File: src/rtl/alu_mem_pkg.sv
// Shared definitions for the ALU/memory arbiter slice.
//   - state_e       : sequencer FSM encoding (IDLE, ISSUE, WAIT, RESP)
//   - ALU_* / MEM_* : command field encodings understood by the datapath
//   - DEF_*         : default widths and timeout used by alu_mem_arbiter
package alu_mem_pkg;

    typedef enum logic [1:0] {
        ST_IDLE  = 2'b00,
        ST_ISSUE = 2'b01,
        ST_WAIT  = 2'b10,
        ST_RESP  = 2'b11
    } state_e;

    localparam logic [1:0] ALU_ADD = 2'b00;
    localparam logic [1:0] ALU_SUB = 2'b01;
    localparam logic [1:0] ALU_MUL = 2'b10;
    localparam logic [1:0] ALU_DIV = 2'b11;

    localparam logic [1:0] MEM_NONE  = 2'b00;
    localparam logic [1:0] MEM_WRITE = 2'b01;
    localparam logic [1:0] MEM_READ  = 2'b10;

    localparam int DEF_DATA_W  = 8;
    localparam int DEF_RES_W   = 16;
    localparam int DEF_TIMEOUT = 15;

endpackage

File: src/rtl/rr_arbiter2.sv
// Combinational two-way round-robin arbiter.
//   req_i       : request bits {req1, req0}
//   last_i      : index of the requester served most recently
//   gnt_valid_o : at least one request is present
//   gnt_id_o    : index of the winner (meaningful only with gnt_valid_o)
module rr_arbiter2 (
    input  logic [1:0] req_i,
    input  logic       last_i,
    output logic       gnt_valid_o,
    output logic       gnt_id_o
);

    always_comb begin
        gnt_valid_o = |req_i;
        unique case (req_i)
            2'b10:   gnt_id_o = 1'b1;
            // On a tie the requester that was not served last wins.
            2'b11:   gnt_id_o = ~last_i;
            default: gnt_id_o = 1'b0;
        endcase
    end

endmodule

File: src/rtl/alu_mem_arbiter.sv
// Round-robin arbiter and sequencer sharing one ALU/memory datapath between
// two valid/ready requesters. Per-requester fields are packed {req1, req0}.
//   clk, rst            : clock, synchronous active-high reset
//   req_valid/req_ready : per-requester command handshake
//   req_op, req_mem_op, req_addr, req_a, req_b, req_wdata : command fields
//   rsp_valid           : one-cycle response strobe to the owning requester
//   rsp_result/rsp_error: shared response payload, held until the next response
//   dp_*                : datapath command outputs, start pulse and completion
//   busy                : FSM is not idle
//   grant_id            : owner of the current transaction
module alu_mem_arbiter
    import alu_mem_pkg::*;
#(
    parameter int DATA_W  = DEF_DATA_W,
    parameter int RES_W   = DEF_RES_W,
    parameter int TIMEOUT = DEF_TIMEOUT
) (
    input  logic                clk,
    input  logic                rst,
    input  logic [1:0]          req_valid,
    output logic [1:0]          req_ready,
    input  logic [3:0]          req_op,
    input  logic [3:0]          req_mem_op,
    input  logic [2*DATA_W-1:0] req_addr,
    input  logic [2*DATA_W-1:0] req_a,
    input  logic [2*DATA_W-1:0] req_b,
    input  logic [2*DATA_W-1:0] req_wdata,
    output logic [1:0]          rsp_valid,
    output logic [RES_W-1:0]    rsp_result,
    output logic                rsp_error,
    output logic                dp_start,
    output logic [1:0]          dp_op,
    output logic [1:0]          dp_mem_op,
    output logic [DATA_W-1:0]   dp_addr,
    output logic [DATA_W-1:0]   dp_in_a,
    output logic [DATA_W-1:0]   dp_in_b,
    output logic [DATA_W-1:0]   dp_write_data,
    input  logic [RES_W-1:0]    dp_result,
    input  logic                dp_error,
    input  logic                dp_done,
    output logic                busy,
    output logic                grant_id
);

    localparam int CNT_W = (TIMEOUT < 1) ? 1 : $clog2(TIMEOUT + 1);

    state_e              state_q, state_d;
    logic                last_q, last_d;
    logic                grant_q, grant_d;
    logic [CNT_W-1:0]    cnt_q, cnt_d;
    logic [1:0]          op_q, op_d;
    logic [1:0]          mem_op_q, mem_op_d;
    logic [DATA_W-1:0]   addr_q, addr_d;
    logic [DATA_W-1:0]   a_q, a_d;
    logic [DATA_W-1:0]   b_q, b_d;
    logic [DATA_W-1:0]   wdata_q, wdata_d;
    logic [RES_W-1:0]    result_q, result_d;
    logic                error_q, error_d;

    logic                arb_valid;
    logic                arb_id;

    rr_arbiter2 u_arb (
        .req_i       (req_valid),
        .last_i      (last_q),
        .gnt_valid_o (arb_valid),
        .gnt_id_o    (arb_id)
    );

    always_comb begin
        // NOTE: every output of this block gets a default first, so no path leaves one unassigned and no latch is inferred.
        state_d   = state_q;
        last_d    = last_q;
        grant_d   = grant_q;
        cnt_d     = cnt_q;
        op_d      = op_q;
        mem_op_d  = mem_op_q;
        addr_d    = addr_q;
        a_d       = a_q;
        b_d       = b_q;
        wdata_d   = wdata_q;
        result_d  = result_q;
        error_d   = error_q;
        req_ready = 2'b00;
        rsp_valid = 2'b00;
        dp_start  = 1'b0;

        unique case (state_q)
            ST_IDLE: begin
                // Ready is withheld while reset is asserted so nothing is
                // handshaken in a cycle whose state update is discarded.
                if (arb_valid && !rst) begin
                    req_ready[arb_id] = 1'b1;
                    op_d     = arb_id ? req_op[3:2]     : req_op[1:0];
                    mem_op_d = arb_id ? req_mem_op[3:2] : req_mem_op[1:0];
                    addr_d   = arb_id ? req_addr[2*DATA_W-1:DATA_W]  : req_addr[DATA_W-1:0];
                    a_d      = arb_id ? req_a[2*DATA_W-1:DATA_W]     : req_a[DATA_W-1:0];
                    b_d      = arb_id ? req_b[2*DATA_W-1:DATA_W]     : req_b[DATA_W-1:0];
                    wdata_d  = arb_id ? req_wdata[2*DATA_W-1:DATA_W] : req_wdata[DATA_W-1:0];
                    grant_d  = arb_id;
                    last_d   = arb_id;
                    state_d  = ST_ISSUE;
                end
            end
            ST_ISSUE: begin
                dp_start = 1'b1;
                cnt_d    = '0;
                state_d  = ST_WAIT;
            end
            ST_WAIT: begin
                // Completion is checked before the terminal count so a done
                // arriving on the last allowed cycle still delivers its data.
                if (dp_done) begin
                    result_d = dp_result;
                    error_d  = dp_error;
                    state_d  = ST_RESP;
                end else if (cnt_q == CNT_W'(TIMEOUT)) begin
                    result_d = '0;
                    error_d  = 1'b1;
                    state_d  = ST_RESP;
                end else begin
                    cnt_d = cnt_q + 1'b1;
                end
            end
            ST_RESP: begin
                rsp_valid[grant_q] = 1'b1;
                state_d            = ST_IDLE;
            end
            default: state_d = ST_IDLE;
        endcase
    end

    always_ff @(posedge clk) begin
        if (rst) begin
            // NOTE: the command registers are reset too, so the dp_* outputs they drive are defined from the first cycle.
            state_q  <= ST_IDLE;
            last_q   <= 1'b1;
            grant_q  <= 1'b0;
            cnt_q    <= '0;
            op_q     <= '0;
            mem_op_q <= '0;
            addr_q   <= '0;
            a_q      <= '0;
            b_q      <= '0;
            wdata_q  <= '0;
            result_q <= '0;
            error_q  <= 1'b0;
        end else begin
            // NOTE: non-blocking assignments make every register sample the values from before the edge.
            state_q  <= state_d;
            last_q   <= last_d;
            grant_q  <= grant_d;
            cnt_q    <= cnt_d;
            op_q     <= op_d;
            mem_op_q <= mem_op_d;
            addr_q   <= addr_d;
            a_q      <= a_d;
            b_q      <= b_d;
            wdata_q  <= wdata_d;
            result_q <= result_d;
            error_q  <= error_d;
        end
    end

    assign dp_op         = op_q;
    assign dp_mem_op     = mem_op_q;
    assign dp_addr       = addr_q;
    assign dp_in_a       = a_q;
    assign dp_in_b       = b_q;
    assign dp_write_data = wdata_q;
    assign rsp_result    = result_q;
    assign rsp_error     = error_q;
    assign busy          = (state_q != ST_IDLE);
    assign grant_id      = grant_q;

endmodule
File: config.mk
export PLATFORM = sky130hd
export DESIGN_NAME = alu_mem_arbiter
export DESIGN_NICKNAME = d
export VERILOG_FILES = /design/src/rtl/alu_mem_pkg.sv /design/src/rtl/rr_arbiter2.sv /design/src/rtl/alu_mem_arbiter.sv
export SDC_FILE = /design/constraint.sdc
export NUM_CORES = 1
export LEC_CHECK = 0
export BUFFER_PORTS_ARGS = -buffer_cell sky130_fd_sc_hd__buf_4
export CAP_MARGIN = 20
export CORE_MARGIN = 2
export CORE_UTILIZATION = 47
export CTS_CLUSTER_SIZE = 16
export DETAILED_ROUTE_END_ITERATION = 8
export GPL_TIMING_DRIVEN = 1
export PLACE_DENSITY = 0.85
export SYNTH_ARGS = -nofsm -noshare
export SYNTH_HDL_FRONTEND = slang
export SYNTH_SLANG_ARGS = --single-unit
File: constraint.sdc
create_clock -name clk -period 3.55 [get_ports clk]
set_input_delay 0.71 -clock clk [delete_from_list [all_inputs] [get_ports clk]]
set_output_delay 0.71 -clock clk [all_outputs]
set_load 0.01 [all_outputs]
# Word-level counts from Yosys, hierarchy flattened
# Cells that the tools add are included.
dict set report op_classes {
  n_reduce_logical 13
  n_bitwise 1
  n_eq_ne 10
  muxes 26
  n_addsub 1
  order_cmp 4
}
# cell count
set op_table {}
lappend op_table {{$mux 16} 2}
lappend op_table {{$mux 8} 4}
lappend op_table {{$mux 2} 8}
lappend op_table {{$eq 2x2->1 const B} 4}
lappend op_table {{$mux 4} 2}
lappend op_table {{$pmux 2 s4} 1}
lappend op_table {{$pmux 4 s2} 1}
lappend op_table {{$ne 2x2->1 const B} 3}
lappend op_table {{$reduce_and 2->1} 3}
lappend op_table {{$reduce_bool 2->1} 3}
lappend op_table {{$mux 1} 5}
lappend op_table {{$add 4x1->4 const B} 1}
lappend op_table {{$eq 4x4->1 const B} 1}
lappend op_table {{$lt 1x2->1 const B} 2}
lappend op_table {{$logic_and 1x1->1} 3}
lappend op_table {{$ne 3x3->1 const B} 1}
lappend op_table {{$reduce_and 3->1} 1}
lappend op_table {{$demux 1 s1} 2}
lappend op_table {{$eq 2x1->1 const B} 1}
lappend op_table {{$ge 1x1->1 const B} 2}
lappend op_table {{$logic_not 2->1} 1}
lappend op_table {{$pmux 1 s2} 1}
lappend op_table {{$reduce_or 2->1} 1}
lappend op_table {{$logic_not 1->1} 1}
lappend op_table {{$not 1->1} 1}
dict set report totals {
  elab_cells 67
  reg_bits 61
  in_bits 94
}

# Logic depth before layout (Yosys ltp)
# Gate-level depths: netlist (run 1).
dict set report depth {
  depth_word 8
  ltp_mapped 7
  ltp_nobuf 5
}

# Hierarchy
# Synthesis (run 1) repeated with hierarchy kept, for this count alone.
dict set report hier_totals {
  cells_unflattened 258
  area_unflattened_um2 2801.4
}
# module area_each_um2 seq_area_each_um2 n_inst cells_each
set by_module_without_submodules {}
lappend by_module_without_submodules {alu_mem_arbiter 2787.7 1221.2 1 256}
lappend by_module_without_submodules {rr_arbiter2 13.8 0.0 1 2}

# Least setup slack after synthesis (run 1)
# OpenSTA, ideal clock, no wires.
dict set report synth_timing {
  kind {in2out}
  from {input rst}
  to {output req_ready[0]}
  path_slack_ns 1.558
  stages 4
  t_arrival_ns 1.282
  path_cell_list {o21ba_2 > buf_6 > nand2_1 > nor2_1}
}
dict set report synth_between {
  elab_chain_cells 4
}
# item line_no
set synth_rtl {}
lappend synth_rtl {{start, declared} alu_mem_arbiter.sv:19} ;# input logic rst,
lappend synth_rtl {{$logic_not 1->1} alu_mem_arbiter.sv:92} ;# if (arb_valid && !rst) begin
lappend synth_rtl {{$logic_and 1x1->1} alu_mem_arbiter.sv:92}
lappend synth_rtl {{$mux 2} alu_mem_arbiter.sv:92}
lappend synth_rtl {{$mux 2} alu_mem_arbiter.sv:88} ;# unique case (state_q)
lappend synth_rtl {{end, declared} alu_mem_arbiter.sv:21} ;# output logic [1:0] req_ready,
# No other way between the ends.

# Worst setup path after layout (run 1)
dict set report layout_timing {
  from {input rst}
  to {output req_ready[1]}
}
# The elaborated chain is that of the path after synthesis.

==> out/qor.txt, run 1 <==
========================================================================================
Max transition margin                                                              0.417
Hold violation total from the final report                                             0
Sum of overflow across all layers after global routing                                 0
Buffer levels on the longest clock path                                                2
# fillers                                                                            455
CTS tree                                                                            done
Vias in the first global route                                                      2678
Worst path bufs/invs                                                                   3
CP Max Fanout                                                                         47
Worst reg2reg setup slack                                                        1700 ps
Ratio of cells with drive above 1 in the final layout                              0.402
Power Dens Cells                                                              639 mW/mm²
Vertical extent of the die                                                       79.1 µm
CTS Buf Count                                                                          9
Horiz. Die Dim                                                                   79.1 µm
Placement Cell Area                                                          0.00376 mm²
Net count of the finished layout                                                     542
First-iteration detailed-routing DRC count                                           144
Post-synth design cell area                                                  0.00265 mm²
Count of unresolved DRC violations after routing                                       0
Critical path type                                                          primary input to output port
Number of antenna violations at the first check in global routing                      0
Setup TNS after final layout                                                        0 ps
Design Power                                                                     2.53 mW
Maxcap violations                                                                      0
Clock tree root driver cell                                                     clkbuf_8
WP data arrival                                                                  1690 ps
Critical R2R Launch                                                         state_q[1]$_SDFFE_PP0P_
Number of gates resized after CTS                                                      0
CTS clk-pin slew, worst paths                                                      70 ps
Crit share post-route                                                              0.676
Number of search-and-repair iterations in the first detailed-routing pass              6
Total routing usage reported by global routing                                     0.249
Effective utilization at floorplan                                                 0.484
Synthesized net count                                                                402
Unrepaired setup endpoints after global routing                                    false
Total Routed Length                                                              8000 µm
Placement Rows                                                                        27
Status                                                                      finished, final reports clean
IO buf count                                                                         153
Clock network latency to the later pin of the worst-skew pair                     320 ps
Critical path startpoint                                                             rst
Quantity of hold-fixing buffers added after cts                                        0
Critical hold path startpoint                                               rsp_result[8]$_SDFFE_PP0P_
Full die area                                                                0.00626 mm²
Global-route wire length before repair                                          12300 µm
Post-synth top flop                                                              dfxtp_1
Leak                                                                             1.81 nW
Ys Warns                                                                               0
Critical path's most frequent cell                                                 buf_4
Average routed wire per standard cell                                            15.4 µm
Clock skew after layout                                                          8.33 ps
H-tree level count                                                                     3
Gate Count Post-Synth                                                                303
Required time worst endpoint                                                     2840 ps
Count of pins on the block boundary                                                  154
Setup Fix Bufs, Post-CTS                                                               0
Pins over their slew limit                                                             0
Post-detailed-placement half-perimeter wirelength                                5510 µm
Critical path cell sequence                                                 buf_4, o21ba_2, nand3_1, inv_1, buf_4
Slowest cell on the critical path                                                  buf_4
Max stage delay on crit path                                                      410 ps
Final Setup Violations                                                                 0
Number of antenna diodes                                                               0
Vias after detailed routing                                                         2856
Distinct cells, synth                                                                 36
Area grow syn2layout                                                               49.5%
Proportion of synthesized flip-flops having asynchronous set or reset                  0
Most frequent cells in the layout                                           156 x buf_4, 77 x nand2_1, 61 x dfxtp_1
Most common cell after layout, fill and taps aside                                 buf_4
Final critical path time including I/O delays and setup                          2400 ps
Sequential-to-total area share from yosys stat                                     0.461
Number of antenna-violating nets in the routed design                                  0
Crit path launch type                                                       primary input
CTS sink cnt                                                                          61
Peak supply drop                                                              0.000376 V
Placeable core area                                                          0.00547 mm²
Dominant delay contributor by cell family on the critical path              buffers and inverters
Non-Filler Cell Area, Final                                                  0.00396 mm²
Final Wtd Congestion                                                               0.841
Largest net degree at the start of global routing                                     48
Tightest Pin Transition                                                           872 ps
Number of enable flip-flop cells after synthesis                                       0
Per-cell via count in the routed design                                             5.49
Mean instance size in the synthesized netlist                                   8.75 µm²
Count of state elements after synthesis                                               61
Critical Path Sink Type                                                      output port
Classification of the worst-slack hold path                                 register to register
Top achievable clock speed                                                       416 MHz
========================================================================================
-- synth_stat cells (3+ instances only) --
cell,n,area [µm²]
inv_1,5,18.8
clkbuf_1,9,33.8
nand2_1,77,289
buf_4,8,60.1
buf_2,9,45.0
nand3_1,4,20.0
a311oi_1,36,315
a21oi_1,41,205
o211ai_1,3,22.5
dfxtp_1,61,1220
ha_1,5,62.6
a22o_1,16,140
-- final timing paths --
path,to,cells after the start
worst max-delay path,req_ready[1],5
worst min-delay path,rsp_result[8]$_SDFFE_PP0P_,1
worst max register to register,dp_in_a[3]$_SDFFE_PP0P_,5
worst min register to register,rsp_result[8]$_SDFFE_PP0P_,1
-- flip-flops by register name, summed over array words and instances (netlist names) --
name           count
cnt_q              4
state_q            2
last_q             1
dp_mem_op          2
grant_id           1
dp_in_b            8
dp_write_data      8
rsp_error          1
dp_in_a            8
dp_op              2
dp_addr            8
rsp_result        16
-- stage by stage --
step	worst slack (ps)	hold slack, ps	utilization	std cells
floorplan	1560	468	-	303
global placement	1180	459	0.687	504
detailed placement	1160	459	0.687	504
CTS	1160	480	0.724	520
global route	1090	499	0.724	520
finish	1150	481	0.724	520
-- power breakdown --
group | total (mW) | internal, mW | switching [mW]
Combinational | 0.996 | 0.452 | 0.544
Clock | 0.605 | 0.340 | 0.265
Sequential | 0.929 | 0.836 | 0.0934
Total | 2.53 | 1.63 | 0.902
-- routing by layer --
layer	part of all wire	GRT usage
met3	0.093	0.0750
met2	0.50	0.424
met4	0.015	0.105
met5	0	0
met1	0.39	0.290
-- kinds of logic after synthesis --
logic type / Yosys count / share of synthesized area
AOI/OAI and AO/OA: 107 / 0.294
and+or+nand+nor: 97 / 0.155
DFF: 61 / 0.461
buffers and inverters: 32 / 0.0637
adders and majority gates: 5 / 0.0236
muxes: 1 / 0.00378
-- layout make-up --
class                      instances  area, µm²  share of cell area
clock buffer                      10        138              0.0347
clock inverter                     6       62.6              0.0158
inverter                           5       18.8             0.00474
multi-input combinational        210       1260               0.318
sequential                        61       1220               0.308
tap                               72       90.1              0.0227
timing repair buffer             156       1170               0.296
(Power assumes the default switching activity.)
==> run 2: changes to the inputs <==
CORE_UTILIZATION = 44   (was 47)
PLACE_DENSITY = 0.8   (was 0.85)
clock period = 2.4 ns   (was 3.55 ns; I/O delays follow)
==> out/qor.txt, run 2 (synthesis results as in run 1) <==
========================================================================================
Status                                                                      finished, final reports clean
Tightest Pin Transition                                                           820 ps   -52.1 ps
Sum of overflow across all layers after global routing                                 0   unchanged
Max stage delay on crit path                                                      340 ps   -70 ps
Critical R2R Launch                                                         state_q[1]$_SDFFE_PP0P_
# fillers                                                                            496   +9.0%
IO buf count                                                                         153   unchanged
Final critical path time including I/O delays and setup                          2080 ps
Number of search-and-repair iterations in the first detailed-routing pass              4   -2
Classification of the worst-slack hold path                                 primary input to register
Final Setup Violations                                                                 0   unchanged
Number of antenna violations at the first check in global routing                      0   unchanged
Placement Rows                                                                        28   +3.7%
Storage cell area                                                            0.00122 mm²   unchanged
Effective utilization at floorplan                                                 0.450   -0.0340
Peak supply drop                                                              0.000490 V   +31%
Global-route wire length before repair                                          12100 µm   -1.5%
H-tree level count                                                                     3   unchanged
Average routed wire per standard cell                                            15.4 µm   +0.29%
Ratio of cells with drive above 1 in the final layout                              0.407   +0.00529
Critical path startpoint                                                    state_q[1]$_SDFFE_PP0P_
Number of antenna diodes                                                               0   unchanged
Vias after detailed routing                                                         2826   -1.1%
Slowest cell on the critical path                                                dfxtp_1
Largest net degree at the start of global routing                                     37   -23%
Critical hold path startpoint                                               dp_result[11]
Power Dens Cells                                                              987 mW/mm²   +55%
Flip-flop count of the largest register after layout                                  16   unchanged
Quantity of hold-fixing buffers added after cts                                        0   unchanged
Final Wtd Congestion                                                               0.844   +0.33%
CTS clk-pin slew, worst paths                                                      70 ps   about the same
Per-cell via count in the routed design                                             5.36   -2.4%
Leak                                                                             1.87 nW   +3.3%
CP Max Fanout                                                                         25   -47%
Critical path type                                                          register to output port
Worst reg2reg setup slack                                                         620 ps   -1080 ps
Number of antenna-violating nets in the routed design                                  0   unchanged
Full die area                                                                0.00666 mm²   +6.5%
Unrepaired setup endpoints after global routing                                    false
Count of unresolved DRC violations after routing                                       0   unchanged
Horiz. Die Dim                                                                   81.6 µm   +3.2%
Pins over their slew limit                                                             0   unchanged
Total routing usage reported by global routing                                     0.236   -0.0127
Placeable core area                                                          0.00589 mm²   +7.5%
CTS Buf Count                                                                          9   unchanged
Critical Path Sink Type                                                      output port
Post-detailed-placement half-perimeter wirelength                                5890 µm   +7.0%
Clock network latency to the later pin of the worst-skew pair                     320 ps   about the same
Top achievable clock speed                                                       481 MHz
Critical path cell sequence                                                 inv_1, ha_1, buf_4, nand3_1, inv_1, buf_4
CTS sink cnt                                                                          61   unchanged
Hold violation total from the final report                                             0   unchanged
Net count of the finished layout                                                     546   +0.74%
Clock tree root driver cell                                                     clkbuf_8
Area of combinational cells with multiple inputs                             0.00127 mm²   +0.60%
Total Routed Length                                                              8130 µm   +1.6%
Area grow syn2layout                                                               53.7%
Setup ws final                                                                    320 ps   -829 ps
Crit share post-route                                                              0.867
Dominant delay contributor by cell family on the critical path              buffers and inverters
Buffer levels on the longest clock path                                                2   unchanged
CTS tree                                                                            done
Most common cell after layout, fill and taps aside                                 buf_4
First-iteration detailed-routing DRC count                                           169   +17%
Maxcap violations                                                                      0   unchanged
Most frequent cells in the layout                                           159 x buf_4, 77 x nand2_1, 61 x dfxtp_1
Worst path bufs/invs                                                                   4   +1
Vertical extent of the die                                                       81.6 µm   +3.2%
Setup TNS after final layout                                                        0 ps   unchanged
Required time worst endpoint                                                     1920 ps   -920 ps
Number of gates resized after CTS                                                      0   unchanged
Vias in the first global route                                                      2687   +0.34%
Count of pins on the block boundary                                                  154   unchanged
WP data arrival                                                                  1600 ps   -90 ps
Max transition margin                                                              0.452   +0.0348
Crit path launch type                                                           register
Clock skew after layout                                                          6.36 ps   -1.97 ps
Setup Fix Bufs, Post-CTS                                                               0   unchanged
Place WS                                                                          368 ps   -794 ps
========================================================================================
run 2: cell count changes in the layout (fill, tap and decap cells not counted), moves of 2 or more:
cell        previous run  this run
buf_4                156       159
bufinv_16              1         3
clkinv_2               2         0
clkinvlp_4             3         1
run 2: per-stage QoR:
step,cells,cell area (µm²),util,power [mW],hold slack (ps)
final,527,4070,0.692,4.02,379
after global routing,527,4070,0.692,4.26,362
after CTS,527,4070,0.692,4.05,365
after detailed placement,511,3820,0.648,2.90,459
after global placement,511,3820,0.648,2.86,459
after floorplan,303,2650,-,2.24,468
run 2: final cells by class:
| cell class | instances | share of cell area |
|---|---|---|
| repair buffers | 160 | 0.298 |
| flip-flops and latches | 61 | 0.300 |
| well taps | 75 | 0.0230 |
| clock buffers | 11 | 0.0372 |
| multi-input cells | 210 | 0.311 |
| clock inverters | 5 | 0.0261 |
| inverters | 5 | 0.00461 |
run 2: worst paths after layout:
check                                      to  cells after the start
setup / recovery                 req_ready[1]                      6
hold / removal    rsp_result[11]$_SDFFE_PP0P_                      2
setup reg to reg      dp_addr[3]$_SDFFE_PP0P_                      5
hold reg to reg   rsp_result[11]$_SDFFE_PP0P_                      1
run 2: worst reg2reg max path, delay by kind of cell (launching register included):
family	cells	cell delay [ps]
flip-flops	1	340
buffers and inverters	2	190
AO/OA/AOI/OAI	1	220
adder cells (fa/ha/maj)	1	190
AND/OR/NAND/NOR	1	660
run 2: power breakdown:
part,leakage [nW],switching (mW),internal (mW)
combinational,1.25,0.803,0.697
sequential,0.500,0.141,1.24
clock,0.126,0.395,0.749
total,1.87,1.34,2.68
run 2: routing by layer:
| metal | GRT usage | vias to the layer above | share of wire |
|---|---|---|---|
| li1 | - | 1390 | - |
| met1 | 0.256 | 1301 | 0.40 |
| met2 | 0.422 | 127 | 0.50 |
| met3 | 0.0802 | 8 | 0.096 |
| met4 | 0.0917 | 0 | 0.0084 |
| met5 | 0 | - | 0 |
